$ cat src/rtl/rv_pkg.sv
// Shared types for the writeback path: request payload and arbitration select.
package rv_pkg;

    localparam int XLEN   = 32;
    localparam int REG_AW = 5;

    typedef struct packed {
        logic [4:0]      rd;
        logic [XLEN-1:0] wd;
    } wb_req_t;

    typedef enum logic [1:0] {
        WB_NONE,
        WB_PIPE,
        WB_QFIFO
    } wb_sel_e;

endpackage

$ cat src/rtl/wb_fifo.sv
// Synchronous FIFO of writeback requests. Push while full is accepted only
// when a pop happens in the same cycle, so occupancy stays constant.
module wb_fifo
    import rv_pkg::*;
#(
    parameter int DEPTH = 4,
    parameter int AW    = $clog2(DEPTH),
    parameter int CW    = $clog2(DEPTH) + 1
) (
    input  logic          clk,
    input  logic          rst_n,
    input  logic          push,
    input  wb_req_t       push_data,
    input  logic          pop,
    output wb_req_t       head,
    output logic          full,
    output logic          empty,
    output logic [CW-1:0] count
);

    wb_req_t       mem_q [DEPTH];
    wb_req_t       mem_d [DEPTH];
    logic [AW-1:0] wr_ptr_q, wr_ptr_d;
    logic [AW-1:0] rd_ptr_q, rd_ptr_d;
    logic [CW-1:0] count_q, count_d;
    logic          do_push;
    logic          do_pop;

    assign full  = (count_q == CW'(DEPTH));
    assign empty = (count_q == '0);
    assign count = count_q;
    assign head  = mem_q[rd_ptr_q];

    always_comb begin
        do_push  = push && (!full || pop);
        do_pop   = pop && !empty;
        mem_d    = mem_q;
        wr_ptr_d = wr_ptr_q;
        rd_ptr_d = rd_ptr_q;
        count_d  = count_q;
        if (do_push) begin
            mem_d[wr_ptr_q] = push_data;
            wr_ptr_d        = wr_ptr_q + 1'b1;
        end
        if (do_pop) begin
            rd_ptr_d = rd_ptr_q + 1'b1;
        end
        // Power-of-two depth: pointers wrap naturally in AW bits.
        count_d = count_q + CW'(do_push) - CW'(do_pop);
    end

    always_ff @(posedge clk) begin
        if (!rst_n) begin
            for (int i = 0; i < DEPTH; i++) begin
                mem_q[i] <= '0;
            end
            wr_ptr_q <= '0;
            rd_ptr_q <= '0;
            count_q  <= '0;
        end else begin
            mem_q    <= mem_d;
            wr_ptr_q <= wr_ptr_d;
            rd_ptr_q <= rd_ptr_d;
            count_q  <= count_d;
        end
    end

endmodule

$ cat src/rtl/wb_arbiter.sv
// Writeback arbiter: merges buffered measurement results into register-file
// write slots left idle by the integer pipeline, and tracks pending results.
module wb_arbiter
    import rv_pkg::*;
#(
    parameter int QDEPTH = 4,
    parameter int XLEN   = 32
) (
    input  logic            clk,
    input  logic            rst_n,
    input  logic            pipe_we,
    input  logic [4:0]      pipe_rd,
    input  logic [XLEN-1:0] pipe_wd,
    output logic            pipe_ready,
    input  logic            q_valid,
    input  logic [4:0]      q_rd,
    input  logic [XLEN-1:0] q_wd,
    output logic            q_ready,
    input  logic            q_issue,
    input  logic [4:0]      q_issue_rd,
    output logic [31:0]     busy,
    output logic            rf_we,
    output logic [4:0]      rf_rd,
    output logic [XLEN-1:0] rf_wd
);

    localparam int CW = $clog2(QDEPTH) + 1;

    wb_req_t         q_req;
    wb_req_t         fifo_head;
    logic            fifo_push;
    logic            fifo_pop;
    logic            fifo_full;
    logic            fifo_empty;
    logic [CW-1:0]   fifo_count;
    wb_sel_e         sel;

    logic [31:0]     busy_q, busy_d;
    logic            rf_we_q, rf_we_d;
    logic [4:0]      rf_rd_q, rf_rd_d;
    logic [XLEN-1:0] rf_wd_q, rf_wd_d;

    // Handshakes: a transfer happens on an edge where valid (pipe_we/q_valid)
    // and ready are both high; ready depends only on FIFO occupancy, and a
    // producer seeing ready low holds its request unchanged.
    assign q_ready    = !fifo_full;
    assign pipe_ready = !fifo_full;

    assign q_req.rd  = q_rd;
    assign q_req.wd  = q_wd;
    assign fifo_push = q_valid && q_ready && (q_rd != 5'd0);
    assign fifo_pop  = (sel == WB_QFIFO);

    wb_fifo #(
        .DEPTH (QDEPTH)
    ) u_fifo (
        .clk       (clk),
        .rst_n     (rst_n),
        .push      (fifo_push),
        .push_data (q_req),
        .pop       (fifo_pop),
        .head      (fifo_head),
        .full      (fifo_full),
        .empty     (fifo_empty),
        .count     (fifo_count)
    );

    always_comb begin
        sel = WB_NONE;
        if (fifo_full) begin
            sel = WB_QFIFO;
        end else if (pipe_we) begin
            sel = WB_PIPE;
        end else if (!fifo_empty) begin
            sel = WB_QFIFO;
        end
    end

    always_comb begin
        rf_we_d = 1'b0;
        rf_rd_d = rf_rd_q;
        rf_wd_d = rf_wd_q;
        busy_d  = busy_q;
        case (sel)
            WB_PIPE: begin
                // An x0 write still takes the slot but never reaches the file.
                rf_we_d = (pipe_rd != 5'd0);
                rf_rd_d = pipe_rd;
                rf_wd_d = pipe_wd;
            end
            WB_QFIFO: begin
                rf_we_d = 1'b1;
                rf_rd_d = fifo_head.rd;
                rf_wd_d = fifo_head.wd;
                busy_d[fifo_head.rd] = 1'b0;
            end
            default: begin
                rf_we_d = 1'b0;
            end
        endcase
        // Applied after the clear so a same-edge issue keeps the bit set.
        if (q_issue && (q_issue_rd != 5'd0)) begin
            busy_d[q_issue_rd] = 1'b1;
        end
        busy_d[0] = 1'b0;
    end

    always_ff @(posedge clk) begin
        if (!rst_n) begin
            busy_q  <= '0;
            rf_we_q <= 1'b0;
            rf_rd_q <= '0;
            rf_wd_q <= '0;
        end else begin
            busy_q  <= busy_d;
            rf_we_q <= rf_we_d;
            rf_rd_q <= rf_rd_d;
            rf_wd_q <= rf_wd_d;
        end
    end

    always_ff @(posedge clk) begin
        if (rst_n) begin
            assert (fifo_count <= CW'(QDEPTH));
            assert (fifo_full == (fifo_count == CW'(QDEPTH)));
        end
    end

    assign busy  = busy_q;
    assign rf_we = rf_we_q;
    assign rf_rd = rf_rd_q;
    assign rf_wd = rf_wd_q;

endmodule

$ cat config.mk
export PLATFORM = sky130hd
export DESIGN_NAME = wb_arbiter
export DESIGN_NICKNAME = d
export VERILOG_FILES = /design/src/rtl/rv_pkg.sv /design/src/rtl/wb_fifo.sv /design/src/rtl/wb_arbiter.sv
export SDC_FILE = /design/constraint.sdc
export NUM_CORES = 1
export LEC_CHECK = 0
export ABC_AREA = 1
export CORE_MARGIN = 2
export CORE_UTILIZATION = 45
export CTS_CLUSTER_DIAMETER = 80
export DETAILED_ROUTE_END_ITERATION = 8
export DONT_BUFFER_PORTS = 1
export HOLD_SLACK_MARGIN = 0.03
export SKIP_LAST_GASP = 1
export SLEW_MARGIN = 25
export SYNTH_ARGS = -nofsm -noshare
export SYNTH_HDL_FRONTEND = slang
export SYNTH_SLANG_ARGS = --single-unit
$ cat constraint.sdc
create_clock -name clk -period 4.6 [get_ports clk]
set_input_delay 0.92 -clock clk [delete_from_list [all_inputs] [get_ports clk]]
set_output_delay 0.92 -clock clk [all_outputs]
set_load 0.03 [all_outputs]
Word level (Yosys, flattened, before mapping)
Index checks and enable logic that the tools add are counted.

Bitwise operators: 5. Add/sub/neg operators: 4. Eq/ne operators: 3. Magnitude comparators: 7. Multiplexer cells: 18. Reductions and logical operators: 16.

Operators by type and width (number): 148-bit bitwise mux (1); 37-bit two-way mux (3); 37-bit binary-select mux with 2-bit select (1); 37-bit demux with 2-bit select (1); 32-bit two-way mux (2); 32-bit case mux with 2 select lines (1); 32-bit bitwise AND (1); 32-bit NOT (1); 32-bit OR (1); 5-bit nonzero test (3); 5-bit by 6-bit < comparator with 1-bit output (second input constant) (2); 1-bit demux with 5-bit select (2); 5-bit by 1-bit >= comparator with 1-bit output (second input constant) (2); 5-bit case mux with 2 select lines (1); 1-bit logical AND (8); 3-bit >= comparator (second input constant) (2); 2-bit two-way mux (3); 2-bit NOT with 3-bit output (2); 2-bit by 1-bit adder with 2-bit output (second input constant) (2); 3-bit by 1-bit adder with 3-bit output (1); 3-bit equality test (second input constant) (1); 3-bit logical NOT (1); 3-bit by 1-bit < comparator with 1-bit output (second input constant) (1); 3-bit by 1-bit subtractor with 3-bit output (1); other kinds (7) (9).

Bits in registers: 225.

Depth between registers and ports, before layout
Gate-level depths: netlist of the first run.

Word-level depth: 13. Mapped depth: 11. Mapped depth without buffers: 10.

Modules after synthesis
Synthesis of the first run repeated with hierarchy kept, for this count alone.

Cells, all modules: 1986. Area, all modules: 12201.7 um2.

By module, submodules not included: wb_fifo (instances 1, area an instance 8670.8 um2, cells an instance 1418, sequential area each 3103.0 um2); wb_arbiter (instances 1, area an instance 3530.9 um2, cells an instance 568, sequential area each 1381.3 um2).

Worst setup path before layout of the first run
OpenSTA, ideal clock, no wires.

Kind: input -> register. Start point: input pipe_we. End point: register u_fifo.count_q[1], in the netlist u_fifo.count[1]. Cell stages on the path: 10. Library setup time: 110 ps. Arrival time: 2480 ps. Buffers on the path: 1. Setup slack: 2010 ps. Cell sequence: inv_1 -> nor2_1 -> nor2_2 -> clkbuf_1 -> ha_1 -> inv_1 -> ha_1 -> fa_1 -> nand2_1 -> inv_1.

Cells in the longest elaborated chain, start to end: 7.

RTL lines: start, declared (RTL line wb_arbiter.sv:11) `input logic pipe_we,`; 2-bit two-way mux * (RTL line wb_arbiter.sv:72) `end else if (pipe_we) begin`; 2-bit two-way mux * (RTL line wb_arbiter.sv:70) `if (fifo_full) begin`; 2-bit equality test * (RTL line wb_arbiter.sv:52) `assign fifo_pop = (sel == WB_QFIFO);`; 1-bit logical OR (RTL line wb_fifo.sv:35) `do_push = push && (!full || pop);`; 1-bit logical AND (RTL line wb_fifo.sv:35); 3-bit by 1-bit adder with 3-bit output (RTL line wb_fifo.sv:49) `count_d = count_q + CW'(do_push) - CW'(do_pop);`; 3-bit by 1-bit subtractor with 3-bit output * (RTL line wb_fifo.sv:49); named net u_fifo.count_d[1] (RTL line wb_fifo.sv:25) `logic [CW-1:0] count_q, count_d;`; end signal, assigned (RTL line wb_fifo.sv:64) `count_q <= count_d;`; end, declared (RTL line wb_fifo.sv:25).

Mark *: on every way through the listed nets, which the timed path passes. The rest lies on a longest branch. A chain may end at the register's enable or synchronous reset.

Worst setup path in the final report of the first run
Start point: register u_fifo.rd_ptr_q[1]. End point: register busy_q[27], in the netlist busy[27].

Cells in the longest elaborated chain, start to end: 13.

RTL lines: start, declared (RTL line wb_fifo.sv:24) `logic [AW-1:0] rd_ptr_q, rd_ptr_d;`; start signal, assigned (RTL line wb_fifo.sv:63) `rd_ptr_q <= rd_ptr_d;`; 2-bit NOT with 3-bit output (not written as such) * (RTL line wb_fifo.sv:32) `assign head = mem_q[rd_ptr_q];`; 37-bit binary-select mux with 2-bit select * (RTL line wb_fifo.sv:32); 37-bit two-way mux (not written as such) * (2 in series) (RTL line wb_fifo.sv:32); 5-bit by 6-bit < comparator with 1-bit output (not written as such) / 5-bit by 1-bit >= comparator with 1-bit output (equally long branches) (RTL line wb_arbiter.sv:95) `busy_d[fifo_head.rd] = 1'b0;`; 1-bit logical AND (not written as such) (RTL line wb_arbiter.sv:95); 1-bit two-way mux (not written as such) (RTL line wb_arbiter.sv:95); 1-bit demux with 5-bit select * (RTL line wb_arbiter.sv:95); 32-bit NOT (no line) *; 32-bit bitwise AND (no line) *; 32-bit two-way mux * (RTL line wb_arbiter.sv:84) `case (sel)`; 32-bit OR (no line); 32-bit two-way mux * (RTL line wb_arbiter.sv:102) `if (q_issue && (q_issue_rd != 5'd0)) begin`; end signal, assigned (RTL line wb_arbiter.sv:115) `busy_q <= busy_d;`; end, declared (RTL line wb_arbiter.sv:38) `logic [31:0] busy_q, busy_d;`.

Every way passes the cells marked *; elsewhere a longest branch is shown, timed or not. The select of a mux whose other input is x is not followed.

==> results of run 1 <==
-- placed cells by master (no fill, tap or decap), types with 11 or more instances in the layout --
| cell type | n |
|---|---|
| nand2_1 | 266 |
| a21oi_1 | 125 |
| buf_4 | 11 |
| a31oi_1 | 28 |
| dfxtp_1 | 222 |
| o21ai_0 | 182 |
| clkbuf_16 | 25 |
| nor2_1 | 230 |
| nand3_1 | 28 |
| o21ai_1 | 43 |
| inv_1 | 87 |
-- power by group through the flow --
stage	sequential, mW	clock, mW	combinational, mW
after floorplan	2.63	0	1.41
after global placement	2.67	0	1.79
after CTS	2.64	2.12	1.82
after global routing	2.67	2.20	2.06
after detailed placement	2.68	0	1.81
final	2.64	2.08	1.80
-- sequential cells by signal, indices dropped and copies added, names as in the netlist --
name / cells
busy: 31
rf_rd: 5
rf_wd: 32
rf_we: 1
u_fifo.count: 3
u_fifo.mem_q: 148
u_fifo.rd_ptr_q: 2
u_fifo.wr_ptr_q: 2
-- worst max-delay path, stage by stage (launching register included) --
cell	delay (ns)
dfxtp_2	0.31
buf_4	0.33
inv_1	0.38
buf_4	0.35
nand2_1	0.09
nand2_1	0.07
nand2_1	0.14
nor2_2	0.44
nand2_1	0.12
nand2_1	0.08
a21oi_1	0.07
-- worst min path at each step --
stage	to	slack, ns	cells past startpoint
after floorplan	u_fifo.mem_q[14]	0.43	2
after global routing	u_fifo.mem_q[79]	0.47	2
final	u_fifo.mem_q[89]	0.45	2
after global placement	u_fifo.mem_q[18]	0.44	2
after detailed placement	u_fifo.mem_q[18]	0.44	2
after CTS	u_fifo.mem_q[18]	0.45	2
-- cell families after synthesis --
kind of cell	count (synthesis)
AOI/OAI and AO/OA	393
xor gates and xnor gates	2
adders and majority gates	7
buffers and inverters	184
DFF	224
other	1
and+or+nand+nor	551
-- cell type report --
| type | instances | area [sq um] |
|---|---|---|
| Tap cell | 275 | 344 |
| Timing Repair Buffer | 11 | 82.6 |
| Sequential cell | 224 | 4490 |
| Inverter | 94 | 353 |
| Clock buffer | 36 | 737 |
| Fill cell | 2141 | 10500 |
| Clock inverter | 10 | 131 |
| Multi-Input combinational cell | 954 | 4350 |
-- routing by layer --
| metal | vias up | track usage |
|---|---|---|
| li1 | 4325 | - |
| met1 | 3873 | 0.308 |
| met2 | 248 | 0.376 |
| met3 | 41 | 0.0415 |
| met4 | 0 | 0.0542 |
| met5 | - | 0 |
==> out/metrics.cfg, run 1 <==
[outcome]
status=finished clean

[pwr]
power_frac_clock=0.319
p_sw_frac=0.378
power.density_nw_per_um2=622
p_total_mw=6.52
switchingPower_mw=2.46
p_leak_nw=4.24
power_frac_comb=0.276
ir_drop_mv=0.304
internal-power_mw=4.06
power_frac_seq=0.404

[worst_setup_path]
endpoint_kind=flip-flop
r2r_end=busy[27]
setup.worst_path.start=u_fifo.rd_ptr_q[1]
required_ns=4.99
worst_setup_path_start_kind=flip-flop
crit_type=flip-flop to flip-flop
r2r_setup_slack_ns=2.07
r2r_start=u_fifo.rd_ptr_q[1]
r2r_cells=10
cp_max_fo=53
cp.arrival_ns=2.92
endpoint=busy[27]

[drt]
met1Wirelength_um=11600
top_layer_used=met4
vias=8487
route.met3.wl_um=1820
ant_nets=0
avgRoutedWirePerCell_um=16.3
first_pass_iters=5
vias_per_cell=5.29
wl_um=26200
wl_met2_um=12200
drc=0
drtIter0Drc=599

[synth]
synth_edf_count=0
syn_area_sq_um=9600
avgSynthCellArea_sq_um=7.05
yosys.area.top_type=dfxtp_1
ys_ff_latch=224
synth_area_leaders=dfxtp_1, nand2_1, o21ai_0
ys_async_sr_fraction=0
synth_ff_type=dfxtp_1
synthMuxAreaShare=0
netlist_instances=1362
yosys.area_share.adder=0.00991
netlist-cell-type-count=33
synthTopCellsByCount=nand2_1, nor2_1, dfxtp_1, o21ai_0, a21oi_1
synth-simple-area-share=0.228
synth_top_area_share=0.467
synth_top_family_by_area=simple AND/OR/NAND/NOR gates
synth_warnings=0
synthesis.nets=1453
synth_compound_gate_area_share=0.212
yosysSeqAreaShare=0.467
synth_xor_area_frac=0.00183
synth_most_common_cell=nand2_1

[floorplanning]
die_height_um=150
dieArea_sq_um=22500
coreArea_sq_um=21000
die-width_um=150
initial_core_util=0.458
pin_count=156
rows=53

[cells_and_area]
nets=1401
final_cells=1604
post-route-cell-area_sq_um=10500
num_antenna_cells=0
fin_util=0.500
drive_gt1_frac=0.0609
area_growth_pct=9.23

[hold_path]
min_from=u_fifo.mem_q[89]
min_path_type=flip-flop to flip-flop

[cts]
clk-insertion-delay-late_ns=0.53
numCtsBuffers=25
cts-root-buf=clkbuf_16
post_cts_resized=0
post_cts_buffers=0
clockBufferDepth=3
clock-sinks=224
tritoncts=done
clkTransAtPathRegs_ns=0.06
htreeDepth=1
hold_buffers=0

[place]
dpl_worst_slack_ns=1.79
place_area_sq_um=9610
io_buffers=0
hpwl_um=15600
dpl.cell_count=1558
place.gp.congestion=0.786

[grt]
antenna_found_initial=0
grt_overflow=0
grt_use_total=0.227
grt_max_degree=163
grt_pass1_vias=7696
grt_pass1_wl_um=41400

[sta]
whs_ns=0.451
fin_crit_sh=0.549
setup_violations=0
period_needed_ns=2.53
fmax_mhz=396
relSlewSlack=0.367
finalHoldViolCount=0
tightestPinTransition_ns=0.950
timing.final.ws_setup_ns=2.07
slew_viol_final=0
skew_ns=0.0143
setup_tns_ns=0
rsz0062_at_grt=false

[flow_run]
max_cap_violations=0

No activity file was read; power rests on OpenSTA's default activity.
==> run 2, diff against run 1 <==
- clock period: 4.6 -> 2.35 ns (I/O delays scaled with it)
==> out/metrics.cfg, run 2 (synthesized netlist as in run 1, its figures left out) <==
[worst_setup_path]
worst_setup_path_start_kind=flip-flop
slowest_delay_ns=0.42  ; -0.02 ns
cp.buffers_inverters=1  ; -2
r2r_end=u_fifo.count[2]
cp.arrival_ns=2.35  ; -0.57 ns
r2r_start=u_fifo.count[1]
r2r_cells=9  ; -1
crit_path_cell_trace=nor2_2 > nor2_1 > nor2_4 > ha_1 > inv_1 > ha_1 > fa_1 > xor2_1 > nor2_1
endpoint_kind=flip-flop
cp_max_fo=4  ; -92%
critical_path.slowest_cell=dfxtp_1
crit_family=adder cells
r2r_setup_slack_ns=0.39  ; -1.68 ns
crit_type=flip-flop to flip-flop
required_ns=2.74  ; -2.25 ns

[sta]
rsz0062_at_grt=false
setup_tns_ns=0  ; unchanged
whs_ns=0.0880  ; -0.363 ns
skew_ns=0.0128  ; -0.00153 ns
fmax_mhz=511  ; +29%
fin_crit_sh=0.832  ; +0.283
relSlewSlack=0.510  ; +0.143
timing.final.ws_setup_ns=0.394  ; -1.68 ns
tightestPinTransition_ns=0.733  ; -0.217 ns
finalHoldViolCount=0  ; unchanged
period_needed_ns=1.96  ; -0.571 ns
setup_violations=0  ; unchanged
slew_viol_final=0  ; unchanged

[hold_path]
holdPathEnd=u_fifo.mem_q[114]
min_path_cells=2  ; unchanged
min_path_type=primary input to flip-flop
min_from=q_wd[3]

[grt]
grt_use_total=0.237  ; +0.00943
grt_overflow=0  ; unchanged
grt_max_degree=163  ; unchanged
antenna_found_initial=0  ; unchanged
grt_pass1_wl_um=42800  ; +3.4%
grt_pass1_vias=8123  ; +5.5%

[floorplanning]
dieArea_sq_um=22500  ; unchanged
die_height_um=150  ; unchanged
coreArea_sq_um=21000  ; unchanged
die-width_um=150  ; unchanged
initial_core_util=0.458  ; unchanged
pin_count=156  ; unchanged
rows=53  ; unchanged

[cts]
clock-sinks=224  ; unchanged
hold_buffers=0  ; unchanged
clockBufferDepth=3  ; unchanged
cts-root-buf=clkbuf_16
htreeDepth=1  ; unchanged
numCtsBuffers=25  ; unchanged
clkTransAtPathRegs_ns=0.06  ; about the same
clk-insertion-delay-late_ns=0.52  ; about the same
post_cts_buffers=0  ; unchanged
tritoncts=done
post_cts_resized=0  ; unchanged

[pwr]
ir_drop_mv=0.604  ; +99%
p_leak_nw=4.31  ; +1.8%
p_total_mw=12.7  ; +95%
power.density_nw_per_um2=1200  ; +93%

[place]
io_buffers=0  ; unchanged
place_area_sq_um=9780  ; +1.8%
hpwl_um=16300  ; +4.8%
dpl.cell_count=1574  ; +1.0%
place.gp.congestion=0.785  ; -0.15%
dpl_worst_slack_ns=0.394  ; -1.40 ns

[cells_and_area]
final_common_cell=nand2_1
post-route-cell-area_sq_um=10600  ; +1.1%
largest_register_ffs=148  ; unchanged
nets=1417  ; +1.1%
regMostFlops=u_fifo.mem_q
layout_common_cells=nand2_1, nor2_1, dfxtp_1
area_growth_pct=10.4
drive_gt1_frac=0.0714  ; +0.0105
fin_util=0.506  ; +0.00537
num_antenna_cells=0  ; unchanged
final_cells=1619  ; +0.94%

[drt]
ant_nets=0  ; unchanged
first_pass_iters=8  ; +3
avgRoutedWirePerCell_um=16.4  ; +0.67%
vias_per_cell=5.32  ; +0.61%
drc=0  ; unchanged
drtIter0Drc=559  ; -6.7%
vias=8619  ; +1.6%
wl_um=26600  ; +1.6%

[flow_run]
max_cap_violations=0  ; unchanged

[outcome]
status=finished clean

==> run 2: cell types whose count changed in the layout (fill, tap and decap cells not counted) <==
| cell | change |
|---|---|
| buf_4 | +12 |
| bufinv_16 | -2 |
| clkinvlp_4 | -1 |
| clkinv_2 | +2 |
| buf_12 | +4 |
==> run 2: worst max path at each step <==
stage	from	end	slack, ns	cells past startpoint
after global placement	pipe_we	u_fifo.count[2]	0.41	9
after global routing	u_fifo.rd_ptr_q[0]	busy[13]	0.22	10
final	u_fifo.count[1]	u_fifo.count[2]	0.39	9
after floorplan	pipe_we	u_fifo.count[1]	0.21	10
after CTS	u_fifo.count[1]	u_fifo.count[2]	0.39	9
after detailed placement	pipe_we	u_fifo.count[2]	0.39	9
==> run 2: metal layers <==
| metal | part of all wire | GRT usage | wire length (um) | vias to the layer above |
|---|---|---|---|---|
| met1 | 0.45 | 0.314 | 11900 | 4022 |
| met2 | 0.47 | 0.400 | 12600 | 233 |
| met5 | 0 | 0 | 0 | - |
| li1 | - | - | - | 4350 |
| met3 | 0.072 | 0.0491 | 1910 | 14 |
| met4 | 0.0088 | 0.0476 | 233 | 0 |
==> run 2: final cells by class <==
cell class	count	area, sq um
clock buffer	36	737
clock inverter	9	73.8
fill	2146	10400
inverter	94	353
multi-input combinational	954	4350
sequential	224	4490
tap	275	344
timing repair buffer	27	253
==> run 2: power by group <==
group          internal (mW)  total, mW  switching (mW)
registers               4.40       5.18           0.787
clock network           2.28       3.83            1.55
logic                   1.16       3.68            2.51
total                   7.84       12.7            4.85
